`config.mk`:
```
export PLATFORM = sky130hd
export DESIGN_NAME = led_blink_array
export DESIGN_NICKNAME = d
export VERILOG_FILES = /design/src/rtl/led_blink_pkg.sv /design/src/rtl/led_blink_chan.sv /design/src/rtl/led_blink_array.sv
export SDC_FILE = /design/constraint.sdc
export NUM_CORES = 1
export LEC_CHECK = 0
export CAP_MARGIN = 40
export CELL_PAD_IN_SITES_DETAIL_PLACEMENT = 1
export CELL_PAD_IN_SITES_GLOBAL_PLACEMENT = 1
export CORE_ASPECT_RATIO = 2
export CORE_MARGIN = 3
export CORE_UTILIZATION = 51
export CTS_CLUSTER_DIAMETER = 120
export DETAILED_ROUTE_END_ITERATION = 7
export PLACE_DENSITY = 0.95
export SYNTH_ARGS = -nofsm -noshare
export SYNTH_HDL_FRONTEND = slang
export SYNTH_SLANG_ARGS = --single-unit
export TNS_END_PERCENT = 10
```
`constraint.sdc`:
```
create_clock -name clk_i -period 13.7 [get_ports clk_i]
set_clock_uncertainty 0.1 [all_clocks]
set_input_delay 2.74 -clock clk_i [delete_from_list [all_inputs] [get_ports clk_i]]
set_output_delay 2.74 -clock clk_i [all_outputs]
set_load 0.01 [all_outputs]
```
`src/rtl/led_blink_pkg.sv`:
```
// led_blink_pkg: shared mode encoding and constants for the LED blink array
package led_blink_pkg;
    typedef enum logic [1:0] {
        MODE_OFF   = 2'd0,
        MODE_ON    = 2'd1,
        MODE_BLINK = 2'd2,
        MODE_PWM   = 2'd3
    } mode_t;
    localparam mode_t RST_MODE = MODE_BLINK;
    localparam int TOGGLE_CNT_W = 32;
endpackage

```
`src/rtl/led_blink_chan.sv`:
```
// led_blink_chan: one LED channel (mode/period/duty, counter, registered led and wrap); LED_BLINK_TOGGLE_CNT_EN adds a transition counter
module led_blink_chan
    import led_blink_pkg::*;
#(
    parameter int CNT_WIDTH = 16
) (
    input  logic                 clk_i,
    input  logic                 arst_i,
    input  logic                 tick,
    input  logic                 wr,
    input  logic [1:0]           mode_in,
    input  logic [CNT_WIDTH-1:0] period_in,
    input  logic [CNT_WIDTH-1:0] duty_in,
    output logic                 led,
    output logic                 wrap
`ifdef LED_BLINK_TOGGLE_CNT_EN
    ,
    output logic [TOGGLE_CNT_W-1:0] toggle_cnt
`endif
);
    mode_t                mode;
    logic [CNT_WIDTH-1:0] period, duty, cnt, cnt_inc;
    logic                 run, at_end, led_nxt, wrap_nxt;

    // next counter/led/wrap values for a non-write cycle; OFF and ON never run the counter
    always_comb begin
        run      = (mode == MODE_BLINK || mode == MODE_PWM) && tick;
        at_end   = cnt == period;
        cnt_inc  = at_end ? '0 : cnt + CNT_WIDTH'(1);
        wrap_nxt = run && at_end;
        led_nxt  = mode == MODE_OFF ? 1'b0 :
                   mode == MODE_ON  ? 1'b1 :
                   !run             ? led :
                   mode == MODE_BLINK ? led ^ at_end : cnt_inc < duty;
    end

    // channel state; a config write overrides any tick in the same cycle
    always_ff @(posedge clk_i or posedge arst_i) begin
        if (arst_i) begin
            mode   <= RST_MODE;
            period <= '1;
            duty   <= '0;
            cnt    <= '0;
            led    <= 1'b0;
            wrap   <= 1'b0;
        end else if (wr) begin
            mode   <= mode_t'(mode_in);
            period <= period_in;
            duty   <= duty_in;
            cnt    <= '0;
            led    <= mode_in == MODE_ON;
            wrap   <= 1'b0;
        end else begin
            cnt    <= run ? cnt_inc : cnt;
            led    <= led_nxt;
            wrap   <= wrap_nxt;
        end
    end

`ifdef LED_BLINK_TOGGLE_CNT_EN
    // saturating count of led transitions, cleared by any write to this channel
    always_ff @(posedge clk_i or posedge arst_i) begin
        if (arst_i)
            toggle_cnt <= '0;
        else if (wr)
            toggle_cnt <= '0;
        else if (led_nxt != led && toggle_cnt != '1)
            toggle_cnt <= toggle_cnt + TOGGLE_CNT_W'(1);
    end
`endif
endmodule

```
`src/rtl/led_blink_array.sv`:
```
// led_blink_array: NUM_CH LED channels sharing one prescaler, with a valid/ready config port; LED_BLINK_TOGGLE_CNT_EN adds toggle_cnt_o
module led_blink_array
    import led_blink_pkg::*;
#(
    parameter int NUM_CH    = 4,
    parameter int CNT_WIDTH = 16,
    parameter int PRESCALE  = 1,
    localparam int CH_W     = NUM_CH > 1 ? $clog2(NUM_CH) : 1
) (
    input  logic                 clk_i,
    input  logic                 arst_i,
    input  logic                 cfg_valid_i,
    output logic                 cfg_ready_o,
    input  logic [CH_W-1:0]      cfg_chan_i,
    input  logic [1:0]           cfg_mode_i,
    input  logic [CNT_WIDTH-1:0] cfg_period_i,
    input  logic [CNT_WIDTH-1:0] cfg_duty_i,
    output logic                 cfg_err_o,
    output logic [NUM_CH-1:0]    led_o,
    output logic [NUM_CH-1:0]    wrap_o
`ifdef LED_BLINK_TOGGLE_CNT_EN
    ,
    output logic [NUM_CH*TOGGLE_CNT_W-1:0] toggle_cnt_o
`endif
);
    localparam int PSC_W = PRESCALE > 1 ? $clog2(PRESCALE) : 1;

    logic [PSC_W-1:0] psc;
    logic             tick, accept;

    assign tick   = psc == PSC_W'(PRESCALE - 1);
    assign accept = cfg_valid_i && cfg_ready_o;

    // free-running prescaler; with PRESCALE=1 it stays at 0 and tick is constant 1
    always_ff @(posedge clk_i or posedge arst_i) begin
        if (arst_i)
            psc <= '0;
        else
            psc <= tick ? '0 : psc + PSC_W'(1);
    end

    // ready rises one edge after reset release; out-of-range writes are accepted and flagged
    always_ff @(posedge clk_i or posedge arst_i) begin
        if (arst_i) begin
            cfg_ready_o <= 1'b0;
            cfg_err_o   <= 1'b0;
        end else begin
            cfg_ready_o <= 1'b1;
            cfg_err_o   <= accept && (int'(cfg_chan_i) >= NUM_CH);
        end
    end

    for (genvar c = 0; c < NUM_CH; c++) begin : g_ch
        led_blink_chan #(.CNT_WIDTH(CNT_WIDTH)) u_chan (
            .clk_i     (clk_i),
            .arst_i    (arst_i),
            .tick      (tick),
            .wr        (accept && cfg_chan_i == CH_W'(c)),
            .mode_in   (cfg_mode_i),
            .period_in (cfg_period_i),
            .duty_in   (cfg_duty_i),
            .led       (led_o[c]),
            .wrap      (wrap_o[c])
`ifdef LED_BLINK_TOGGLE_CNT_EN
            ,
            .toggle_cnt(toggle_cnt_o[c*TOGGLE_CNT_W +: TOGGLE_CNT_W])
`endif
        );
    end
endmodule

```
=== Yosys cells after proc, flatten, opt, wreduce, memory -nomap -nowiden ===
Cells that the tools add are included.

* Bits in read-only memories: 0
* Latch bits: 0
* Bits in writable memories: 0
* Output and inout bits: 10
* Word-level logic and storage cells: 127
* Register bits: 210
* Memories: 0

* Add/subtract/negate cells: 5
* Multipliers: 0
* Magnitude comparators: 4
* Muxes and demuxes: 37
* Reductions and logical operators: 30
* Bitwise operators: 5
* Shift operators: 0
* Div/mod/pow operators: 0
* Equality and inequality tests: 20

{| class="wikitable"
|+ Operators by type and width
! cell !! count
|-
| 16-bit 2-to-1 mux || 12
|-
| 16-bit by 1-bit adder with 16-bit output, second input constant || 4
|-
| 16-bit equality test || 4
|-
| 16-bit less-than comparator || 4
|-
| 1-bit 2-to-1 mux || 25
|-
| 2-bit equality test, second input constant || 10
|-
| 4-bit nonzero test || 4
|-
| 1-bit logical AND || 13
|-
| 2-bit by 1-bit equality test with 1-bit output, second input constant || 6
|-
| 2-bit logical NOT || 5
|-
| 2-bit nonzero test || 4
|-
| 1-bit logical OR || 4
|-
| 1-bit bitwise XOR || 4
|-
| 1-bit adder, second input constant || 1
|-
| 1-bit inverter || 1
|}

=== Longest topological paths before layout ===
Gate-level depths: netlist of the first run.

* Depth after elaboration: 8
* Depth in mapped cells: 15

=== By module ===
From an unflattened synthesis of the first run, not the netlist that was laid out.

* Cells, all modules: 1236
* Area total of the unflattened synthesis: 11920.2 um^2

{| class="wikitable"
|+ Modules (own cells, without submodules)
! module !! seq. area each (um^2) !! cells each !! area an instance (um^2) !! times used
|-
| led_blink_chan (g_ch[0].u_chan ...) || 1322.5 || 306 || 2954.1 || 3
|-
| led_blink_chan (g_ch[1].u_chan) || 1322.5 || 309 || 2969.1 || 1
|-
| led_blink_array || 25.0 || 9 || 88.8 || 1
|}

=== Worst setup path before layout of the first run ===
No wires, ideal clock.

* Path kind: input -> register
* Start point: in cfg_valid_i
* End point: reg g_ch[2].u_chan.cnt[0]
* Library setup time: 132 ps
* Arrival: 3858 ps
* Buffers on the path: 2
* Slack: 9610 ps
* Required time: 13468 ps
* Stages: 5
* Cells stage by stage: nand2_1 -> nor3b_1 -> clkbuf_1 -> clkbuf_1 -> nor2_1

* Longest elaborated chain between the ends: 3

{| class="wikitable"
|+ Ends and longest elaborated chain
! what !! RTL line !! RTL
|-
| start: declaration || led_blink_array.sv:12 || <nowiki>input logic cfg_valid_i,</nowiki>
|-
| 1-bit logical AND * || led_blink_array.sv:32 || <nowiki>assign accept = cfg_valid_i && cfg_ready_o;</nowiki>
|-
| 1-bit logical AND * || led_blink_array.sv:58 || <nowiki>.wr (accept && cfg_chan_i == CH_W'(c)),</nowiki>
|-
| 16-bit 2-to-1 mux / 2-bit nonzero test (equally long branches) || -- ||
|-
| end signal: assignment || led_blink_chan.sv:54 || <nowiki>cnt <= run ? cnt_inc : cnt;</nowiki>
|-
| end: declaration || led_blink_chan.sv:22 || <nowiki>logic [CNT_WIDTH-1:0] period, duty, cnt, cnt_inc;</nowiki>
|}

Every way passes the cells marked *; elsewhere a longest branch is shown, timed or not.
A chain may end at the register's enable or synchronous reset.

=== Final worst setup path of the first run ===
* Start point: in cfg_valid_i
* End point: reg g_ch[2].u_chan.led

* Longest elaborated chain between the ends: 3

{| class="wikitable"
|+ Ends and longest elaborated chain
! what !! RTL line !! RTL
|-
| 1-bit logical AND * || led_blink_array.sv:32 ||
|-
| 1-bit logical AND * || led_blink_array.sv:58 ||
|-
| 4-bit nonzero test (no source line) / 1-bit 2-to-1 mux (equally long branches) || -- ||
|-
| end signal: assignment || led_blink_chan.sv:55 || <nowiki>led <= led_nxt;</nowiki>
|-
| end: declaration || led_blink_chan.sv:14 || <nowiki>output logic led,</nowiki>
|}

Marked as above.

==> impl_results.md, run 1 <==
* Outcome: completed
* Async S/R FF share, synth at 100.0%
* Top cell type's share of synthesized area at 28.61%
* Crit-path slowest cell: or4_1
* Crit path DAT at 4.99 ns
* Final HPWL DP at 29.08 mm
* Yosys top cell by area: dfrtp_1
* Number of synthesized flops with an enable pin at 0
* Worst vdd ir at 0.0001125 V
* Quantity of hold-fixing buffers added after cts at 0
* Element type at the critical path end: flip-flop
* First-pass GRT wire length at 70.59 mm
* Syn nets at 1,558
* Synth Cell Area at 0.01233 mm2
* Die Footprint at 0.02620 mm2
* Die height at 225.9 um
* Via count at 11,150
* Avg Cell Area, Syn at 8.476 um2
* Largest net degree at the start of global routing at 125
* Cell variety after synth at 49
* Pwr dens at 155.1 mW/mm2
* I/O pins at 49
* CTS Root Cell: clkbuf_16
* 1st-iter DRT viols at 961
* Routed wire per std cell at 26.16 um
* Sequential share of the synthesized area at 43.10%
* Vias in the first global route at 12,220
* Postcts setup bufs at 0
* Yosys Warn Count at 0
* Resize count post-CTS at 0
* GPL Wtd Cong at 0.9068
* Finished Layout Cells at 1,742
* Critical Path Fanout Max at 68
* Setup_tns at 0 ns
* Detail Route Antenna Nets at 0
* Buffer depth of the longest clock path at 3
* NumNets Final at 1,548
* Final setup viols at 0
* Worst reg2reg startpoint: g_ch[2].u_chan.cnt[0]
* RSZ-0062 raised after global routing: no
* Floorplan row count at 79
* Worst Hold Launch: g_ch[1].u_chan.period[9]
* Initial Util at 52.43%
* Total global routing track utilization at 35.68%
* Htree depth at 1
* Period utilisation layout at 33.94%
* Setup slack, reg-to-reg at 9.62 ns
* Pre-antenna DRT Iters at 5
* Flops & latches, synth at 209
* Max_slew headroom at 36.59%
* Worst setup SP type: input pin
* GRT overflow at 0
* Share of layout cells above drive strength 1 at 9.253%
* R2R cell count at 12
* Largest cells by area after synthesis: dfrtp_1, dfstp_2, nand2_1
* Most common cell in the synthesized netlist: nand2_1
* Ant. Diodes at 0
* Synth-to-Final Area Change at 10.78%
* Die X-Extent at 116.0 um
* Achievable Freq at 215.0 MHz
* Post-layout util at 58.08%
* Worst-path clk slew at 0.07 ns
* Worst-Skew Late Latency at 0.53 ns
* Worst-path cell chain: clkdlybuf4s50_1 -> nand2_1 -> nor3b_2 -> buf_4 -> or4_1 -> or3_1 -> o22ai_1
* LEAKAGE at 0.006029 uW
* Final WL at 45.57 mm
* WHS Endpoint: g_ch[1].u_chan.period[9]
* Hold path depth at 2
* Sink Count at 209
* Clock buffers created by TritonCTS at 20
* Post-synth top cells: nand2_1, dfrtp_1, o21ai_0
* Max-cap violations at 0
* DRC viols at 0
* Max Transition Viols Final at 0
* Final hold vios at 0
* Mapped Cells at 1,455
* Core area at 0.02353 mm2
* Power Total at 2119 uW
* Measured slew at the worst slew-check pin at 0.9476 ns
* Inst Count DP at 1,706
* Max incr delay on CP at 0.61 ns
* PortBufs at 47
* HP Class: reg2reg
* Initial antenna violation count at 0
* Data required, critical path at 14.04 ns
* Crit path kind: in2reg
* Synth Flop Type: dfrtp_1
* CTS tree: built
* Via density at 6.401
* Min cycle time layout at 4.650 ns
* R2R Path End: g_ch[2].u_chan.led
cells by family after synthesis:
| group | synth area share [%] |
|---|---|
| other | 0.06089 |
| DFF | 43.10 |
| AOI/OAI and AO/OA | 10.84 |
| and+or+nand+nor | 24.47 |
| adders and majority gates | 6.493 |
| xor gates and xnor gates | 8.918 |
| buffers and inverters | 5.803 |
| muxes | 0.3247 |
sequential cells by signal (all words and copies together) (netlist names):
signal	flops
g_ch.u_chan.cnt	64
g_ch.u_chan.duty	64
g_ch.u_chan.period	64
g_ch.u_chan.mode	8
g_ch.u_chan.led	4
g_ch.u_chan.wrap	4
cfg_ready_o	1
critical path: cells and delay by family:
family | cells | cell delay, ns
buffers and inverters | 2 | 0.77
AND/OR/NAND/NOR | 4 | 1.30
AO/OA/AOI/OAI | 1 | 0.14
routing by layer:
layer	global-route usage, %	wire length (um)
met5	0	0
met2	60.95	23000
met1	37.83	15320
met3	6.436	2841
met4	27.88	4414
cell usage in the layout (no fill, tap or decap), types with 3 or more instances in the layout:
cell | netlist | routed
a211oi_1 | 4 | 4
a21o_1 | 7 | 7
a21oi_1 | 68 | 68
a22oi_1 | 17 | 17
a31oi_1 | 8 | 8
and3_1 | 36 | 36
and4_1 | 6 | 6
buf_4 | 10 | 11
bufinv_16 | 0 | 5
clkbuf_1 | 44 | 3
clkbuf_16 | 0 | 21
clkdlybuf4s50_1 | 0 | 47
clkinv_2 | 0 | 3
dfrtp_1 | 141 | 141
dfstp_2 | 68 | 68
ha_1 | 64 | 64
inv_1 | 71 | 70
mux2i_1 | 4 | 4
nand2_1 | 338 | 338
nand3_1 | 11 | 11
nand3b_1 | 33 | 33
nand4_1 | 31 | 31
nand4b_1 | 5 | 5
nor2_1 | 114 | 113
nor2b_1 | 18 | 18
nor3_1 | 15 | 14
nor3_2 | 2 | 3
nor4_1 | 5 | 5
nor4_4 | 4 | 4
o211ai_1 | 4 | 4
o21ai_0 | 135 | 135
or3_1 | 8 | 8
xnor2_1 | 112 | 112
xnor2_2 | 3 | 3
xor2_1 | 8 | 8
where the power goes:
| group | internal, uW | switching [uW] | total [uW] |
|---|---|---|---|
| clock | 387 | 270 | 656 |
| sequential | 754 | 132 | 886 |
| combinational | 227 | 350 | 577 |
| total | 1370 | 751 | 2120 |
layout make-up:
| type | count | area [um2] |
|---|---|---|
| Clock inverter | 10 | 180.2 |
| Tap cell | 283 | 354.1 |
| Fill cell | 2750 | 9862 |
| Inverter | 71 | 274.0 |
| Sequential cell | 209 | 5315 |
| Clock buffer | 26 | 564.3 |
| Timing Repair Buffer | 63 | 654.4 |
| Multi-Input combinational cell | 1080 | 6321 |
worst max-delay path by stage:
stage                   from                  to  cells after the start
3_3_place_gp     cfg_valid_i  g_ch[1].u_chan.led                      6
3_5_place_dp   cfg_chan_i[0]  g_ch[3].u_chan.led                      7
2_1_floorplan         arst_i         cfg_ready_o                      1
4_1_cts          cfg_valid_i  g_ch[2].u_chan.led                      7
6_report         cfg_valid_i  g_ch[2].u_chan.led                      7
5_1_grt        cfg_chan_i[0]  g_ch[3].u_chan.led                      7
stage by stage:
stage	cell area, um2	hold WS, ns	setup slack [ns]
after global placement	12790	0.3536	8.631
after floorplan	12330	0.3461	5.263
after CTS	13660	0.3683	9.107
after global routing	13660	0.3820	8.995
final	13660	0.3660	9.050
after detailed placement	12920	0.3572	8.643
Note: power is estimated with default switching activity, not from simulation.
==> run 2, diff against run 1 <==
--- a/config.mk
+++ b/config.mk
@@ -10,10 +10,10 @@
 export CELL_PAD_IN_SITES_GLOBAL_PLACEMENT = 1
 export CORE_ASPECT_RATIO = 2
 export CORE_MARGIN = 3
-export CORE_UTILIZATION = 51
+export CORE_UTILIZATION = 47
 export CTS_CLUSTER_DIAMETER = 120
 export DETAILED_ROUTE_END_ITERATION = 7
-export PLACE_DENSITY = 0.95
+export PLACE_DENSITY = 0.9
 export SYNTH_ARGS = -nofsm -noshare
 export SYNTH_HDL_FRONTEND = slang
 export SYNTH_SLANG_ARGS = --single-unit
==> constraint.sdc (replaced) <==
create_clock -name clk_i -period 4.4 [get_ports clk_i]
set_clock_uncertainty 0.1 [all_clocks]
set_input_delay 0.88 -clock clk_i [delete_from_list [all_inputs] [get_ports clk_i]]
set_output_delay 0.88 -clock clk_i [all_outputs]
set_load 0.01 [all_outputs]
==> run 2 against run 1 <==
Effect of this change:
- global-route usage down 6.5 points
- critical path depth up 6
- core utilization is 4.7 points lower
- die area up 8.2%
- count of clock-buffer cells in the layout rose by 4
- clock power rose to 3.0 times the previous value
- wire length is 11% lower
- via count is 5.3% lower
- register-to-register slack worse by 8.9 ns
- worst setup slack worse by 8.3 ns
- hold slack improved by 0.0021 ns
- sequential power grew to 3.1 times the previous value
- critical endpoint is now g_ch[3].u_chan.led
- largest cell class unchanged
==> impl_results.md, run 2 (synthesis results as in run 1) <==
* Detail Route Antenna Nets at 0
* Pwr dens at 459.0 mW/mm2
* Fillers at 3,131
* Clock buffers created by TritonCTS at 21
* Buf/Inv on CP at 0
* HP Class: reg2reg
* DRC viols at 0
* Via count at 10,560
* Critical Path Fanout Max at 7
* GRT overflow at 0
* Worst-path cell chain: ha_1 -> nand3_1 -> nor3_1 -> and3_1 -> xnor2_1 -> nor2_1 -> ha_1 -> nand4_1 -> or3_1 -> a21oi_1 -> or4_1 -> or3_1 -> o22ai_1
* Routed wire per std cell at 22.45 um
* Postcts setup bufs at 0
* Min cycle time layout at 3.677 ns
* Post-layout util at 53.39%
* Finished Layout Cells at 1,806
* RSZ-0062 raised after global routing: no
* Max Transition Viols Final at 0
* Element type at the critical path end: flip-flop
* Commonest non-fill, non-tap cell in the layout: nand2_1
* Data required, critical path at 4.74 ns
* Total global routing track utilization at 29.15%
* Final WL at 40.54 mm
* Final HPWL DP at 28.07 mm
* Crit path DAT at 4.02 ns
* Met1 Usage GRT at 31.55%
* Achievable Freq at 271.9 MHz
* Final setup viols at 0
* Crit-path slowest cell: nor3_1
* Total area of sequential cells at 0.005315 mm2
* Buffer depth of the longest clock path at 3
* Worst vdd ir at 0.0004445 V
* CTS tree: built
* Vias in the first global route at 11,550
* Htree depth at 1
* Worst setup SP type: flip-flop
* Max incr delay on CP at 0.63 ns
* NumNets Final at 1,556
* Core area at 0.02575 mm2
* Via density at 5.849
* Final hold vios at 0
* Die height at 235.1 um
* Worst-path clk slew at 0.06 ns
* Measured slew at the worst slew-check pin at 0.8289 ns
* Sink Count at 209
* Quantity of hold-fixing buffers added after cts at 0
* Power Total at 6311 uW
* Outcome: completed
* Die Footprint at 0.02834 mm2
* Setup_tns at 0 ns
* Max-cap violations at 0
* Worst-Skew Late Latency at 0.52 ns
* Resize count post-CTS at 0
* GPL Wtd Cong at 0.8960
* GR Util met3 at 3.733%
* Crit path kind: reg2reg
* I/O pins at 49
* Synth-to-Final Area Change at 11.48%
* Pre-antenna DRT Iters at 5
* Leading registers by flop count: g_ch.u_chan.cnt (64), g_ch.u_chan.duty (64), g_ch.u_chan.period (64)
* Max_slew headroom at 44.63%
* Largest delay share family, worst path: simple AND/OR/NAND/NOR gates
* Multi-input gate area at 0.006321 mm2
* 1st-iter DRT viols at 540
* Die X-Extent at 120.5 um
* CTS Root Cell: clkbuf_16
* Commonest non-fill, non-tap cells in the layout: nand2_1, dfrtp_1, o21ai_0, nor2_1, xnor2_1
* Gr busiest metal: met2
* Largest net degree at the start of global routing at 78
* Share of layout cells above drive strength 1 at 9.754%
* Floorplan row count at 83
* Ant. Diodes at 0
* Initial antenna violation count at 0
* First-pass GRT wire length at 64.59 mm
* PortBufs at 47
* Initial Util at 47.89%
* M2 GR Usage at 50.35%
* Period utilisation layout at 83.57%
* Inst Count DP at 1,770
* LEAKAGE at 0.006044 uW
-- run 2: cell count changes in the layout (fill, tap and decap cells not counted), moves of 2 or more --
cell	previous run	this run
buf_12	1	3
buf_16	2	0
buf_4	11	20
bufinv_16	5	2
clkbuf_16	21	23
clkbuf_8	2	5
-- run 2: stage by stage --
| step | hold slack (ns) | instance area [um2] | setup WS (ns) |
|---|---|---|---|
| floorplan | 0.3461 | 12340 | 0.7613 |
| global placement | 0.3540 | 12980 | 0.8660 |
| detailed placement | 0.3588 | 13010 | 0.7758 |
| CTS | 0.3699 | 13750 | 0.7389 |
| global route | 0.3852 | 13750 | 0.5161 |
| finish | 0.3681 | 13750 | 0.7227 |
-- run 2: worst min-delay path, cell delays in order (launching register included) --
cell,delay [ns]
dfstp_2,0.37
nand2_1,0.05
nand2_1,0.05
-- run 2: layout make-up --
cell class | count | share of cell area, %
multi-input combinational | 1080 | 45.97
clock buffer | 30 | 4.741
inverter | 71 | 1.966
timing repair buffer | 70 | 4.950
tap | 340 | 3.094
sequential | 209 | 38.66
clock inverter | 6 | 0.6188
-- run 2: per-layer routing --
| layer | wire, um | part of all wire, % |
|---|---|---|
| met4 | 3953 | 9.8 |
| met2 | 20490 | 51 |
| met1 | 14370 | 35 |
| met3 | 1721 | 4.2 |
| met5 | 0 | 0 |
-- run 2: final timing paths --
path	startpoint	end	slack (ns)	cells after the start
max	g_ch[3].u_chan.cnt[0]	g_ch[3].u_chan.led	0.72	13
max in group asynchronous	arst_i	g_ch[1].u_chan.period[10]	2.45	3
max reg2reg	g_ch[3].u_chan.cnt[0]	g_ch[3].u_chan.led	0.72	13
min in group asynchronous	arst_i	g_ch[3].u_chan.cnt[13]	0.73	2
min	g_ch[3].u_chan.period[3]	g_ch[3].u_chan.period[3]	0.37	2
min reg2reg	g_ch[3].u_chan.period[3]	g_ch[3].u_chan.period[3]	0.37	2
-- run 2: power by group --
| part | switching, uW | total, uW | leakage [uW] | internal [uW] |
|---|---|---|---|---|
| clock | 808 | 1960 | 0.000358 | 1150 |
| sequential | 373 | 2720 | 0.00253 | 2350 |
| combinational | 946 | 1630 | 0.00316 | 687 |
==> run 3, diff against run 2 <==
==> constraint.sdc (replaced) <==
create_clock -name clk_i -period 3.4 [get_ports clk_i]
set_clock_uncertainty 0.1 [all_clocks]
set_input_delay 0.68 -clock clk_i [delete_from_list [all_inputs] [get_ports clk_i]]
set_output_delay 0.68 -clock clk_i [all_outputs]
set_load 0.01 [all_outputs]
==> run 3 against run 2 <==
Effect of this change:
- hold slack worse by 0.0099 ns
- global-route usage is 0.35 points higher
- die area unchanged
- first-iteration DRC count increased by 32%
- sequential cell count did not move
- count of clock-buffer cells in the layout rose by 2
- critical path type unchanged
- final cell count rose by 1.6%
- critical endpoint unchanged
- worst setup slack worse by 0.67 ns
- non-clock buffer count increased by 28
- register-to-register slack worse by 0.67 ns
- largest power group unchanged
- maximum frequency rose by 10%
==> impl_results.md, run 3 (synthesis results as in run 1) <==
* Buffer depth of the longest clock path at 3
* Synth-to-Final Area Change at 13.81%
* HP Class: in2async
* 1st-iter DRT viols at 714
* Worst-path cell chain: buf_4 -> xnor2_2 -> nand4_1 -> nor4_4 -> buf_12 -> buf_4 -> buf_4 -> nor2_1 -> ha_1 -> a21oi_1 -> a211oi_1 -> or4_1 -> or3_1 -> o22ai_1
* Final WS setup at 0.05682 ns
* Commonest non-fill, non-tap cells in the layout: nand2_1, o21ai_0, dfrtp_1, nor2_1, xnor2_1
* Final HPWL DP at 29.46 mm
* Initial antenna violation count at 0
* Period utilisation layout at 98.33%
* DRC viols at 0
* CTS tree: built
* Detail Route Antenna Nets at 0
* Crit path DAT at 3.70 ns
* Min cycle time layout at 3.343 ns
* Crit-path slowest cell: nor4_4
* Htree depth at 1
* Die Footprint at 0.02834 mm2
* Final setup viols at 0
* Vias in the first global route at 11,700
* Worst vdd ir at 0.0004434 V
* Fillers at 3,110
* I/O pins at 49
* Via count at 10,770
* Sequential share of power at 43.0%
* Routed wire per std cell at 22.95 um
* PortBufs at 47
* LEAKAGE at 0.006221 uW
* Core area at 0.02575 mm2
* Hold_ws at 0.3582 ns
* Clock buffers created by TritonCTS at 20
* Max Transition Viols Final at 0
* Switching part of the total at 34.38%
* GRT overflow at 0
* Via density at 5.870
* Die height at 235.1 um
* CTS Root Cell: clkbuf_16
* Largest net degree at the start of global routing at 86
* Sink Count at 209
* Internal at 5336 uW
* Gate power share at 27.7%
* CP most frequent cell: buf_4
* Measured slew at the worst slew-check pin at 0.6706 ns
* Max incr delay on CP at 0.40 ns
* Quantity of hold-fixing buffers added after cts at 0
* Die X-Extent at 120.5 um
* Pwr dens at 579.3 mW/mm2
* Clock Power Share at 29.3%
* Ant. Diodes at 0
* Data required, critical path at 3.75 ns
* Element type at the critical path end: flip-flop
* GPL Wtd Cong at 0.8867
* Share of layout cells above drive strength 1 at 12.05%
* RSZ-0062 raised after global routing: yes
* P_sw at 2795 uW
* Achievable Freq at 299.1 MHz
* Place WS at 0.06799 ns
* Power Total at 8131 uW
* First-pass GRT wire length at 65.04 mm
* Pre-antenna DRT Iters at 5
* Crit path kind: reg2reg
* Setup_tns at 0 ns
* Commonest non-fill, non-tap cell in the layout: nand2_1
* NumNets Final at 1,583
* Outcome: completed
* Leading registers by flop count: g_ch.u_chan.cnt (64), g_ch.u_chan.duty (64), g_ch.u_chan.period (64)
* Worst-path clk slew at 0.07 ns
* Floorplan row count at 83
* Worst-Skew Late Latency at 0.53 ns
* Max-cap violations at 0
* Worst setup SP type: flip-flop
* Final hold vios at 0
* Critical Path Fanout Max at 16
* Initial Util at 47.89%
* Max_slew headroom at 55.29%
* Final WL at 42.09 mm
* Total global routing track utilization at 29.50%
-- run 3: changes by cell type in the layout (fill, tap and decap cells not counted), moves of 3 or more --
cell,change
buf_4,+21
buf_12,+6
dfrtp_1,-6
dfrtp_2,+6
clkbuf_1,+3
-- run 3: path summary, 6_finish.rpt --
| kind | cells after the start | to | startpoint | slack [ns] |
|---|---|---|---|---|
| max | 14 | g_ch[3].u_chan.led | g_ch[3].u_chan.cnt[0] | 0.06 |
| max reg2reg | 14 | g_ch[3].u_chan.led | g_ch[3].u_chan.cnt[0] | 0.06 |
| min reg2reg | 2 | g_ch[2].u_chan.period[1] | g_ch[2].u_chan.period[1] | 0.37 |
| min in group clk_i | 2 | g_ch[2].u_chan.period[1] | g_ch[2].u_chan.period[1] | 0.37 |
| max in group asynchronous | 3 | g_ch[2].u_chan.cnt[0] | arst_i | 2.06 |
| min | 2 | g_ch[3].u_chan.cnt[6] | arst_i | 0.36 |
-- run 3: final cells by class --
type | instances | area, um2 | area share [%]
Tap cell | 340 | 425.4 | 3.031
Clock inverter | 4 | 45.04 | 0.3209
Clock buffer | 32 | 626.9 | 4.466
Sequential cell | 209 | 5323 | 37.92
Multi-Input combinational cell | 1080 | 6362 | 45.33
Inverter | 71 | 270.3 | 1.925
Timing Repair Buffer | 98 | 983.4 | 7.007
-- run 3: what timing repair did --
item / in CTS / in global routing
endpoints found under the setup margin: 0 / 4
setup buffers: 0 / 7
resized for setup: 0 / 14
-- run 3: per-stage QoR --
| stage | instance area (um2) | cells | util (%) |
|---|---|---|---|
| final | 14040 | 1834 | 54.50 |
| after global routing | 14040 | 1834 | 54.50 |
| after CTS | 13910 | 1826 | 54.01 |
| after detailed placement | 13240 | 1790 | 51.40 |
| after global placement | 13210 | 1786 | 51.28 |
| after floorplan | 12340 | 1455 | - |
-- run 3: routing by layer --
| metal | part of all wire [%] | GRT usage [%] | routed length, um | up-vias |
|---|---|---|---|---|
| met4 | 8.8 | 21.25 | 3711 | 0 |
| met3 | 3.7 | 3.589 | 1565 | 173 |
| met1 | 35 | 31.50 | 14840 | 5413 |
| met5 | 0 | 0 | 0 | - |
| met2 | 52 | 52.47 | 21970 | 319 |
| li1 | - | - | - | 4861 |
-- run 3: critical path, delay by kind of cell (launching register included) --
kind,cells,cell delay [ns]
xor+xnor,1,0.14
buf+inv,4,0.58
simple gates,5,1.35
compound gates,3,0.41
fa+ha+maj,1,0.31
flops,1,0.39
-- run 3: power by group through the flow --
stage | registers, uW | clock network, uW | logic [uW]
after floorplan | 3310 | 0 | 1600
after global placement | 3480 | 0 | 1990
after detailed placement | 3520 | 0 | 2180
after CTS | 3490 | 2410 | 2230
after global routing | 3550 | 2510 | 2500
final | 3500 | 2380 | 2250
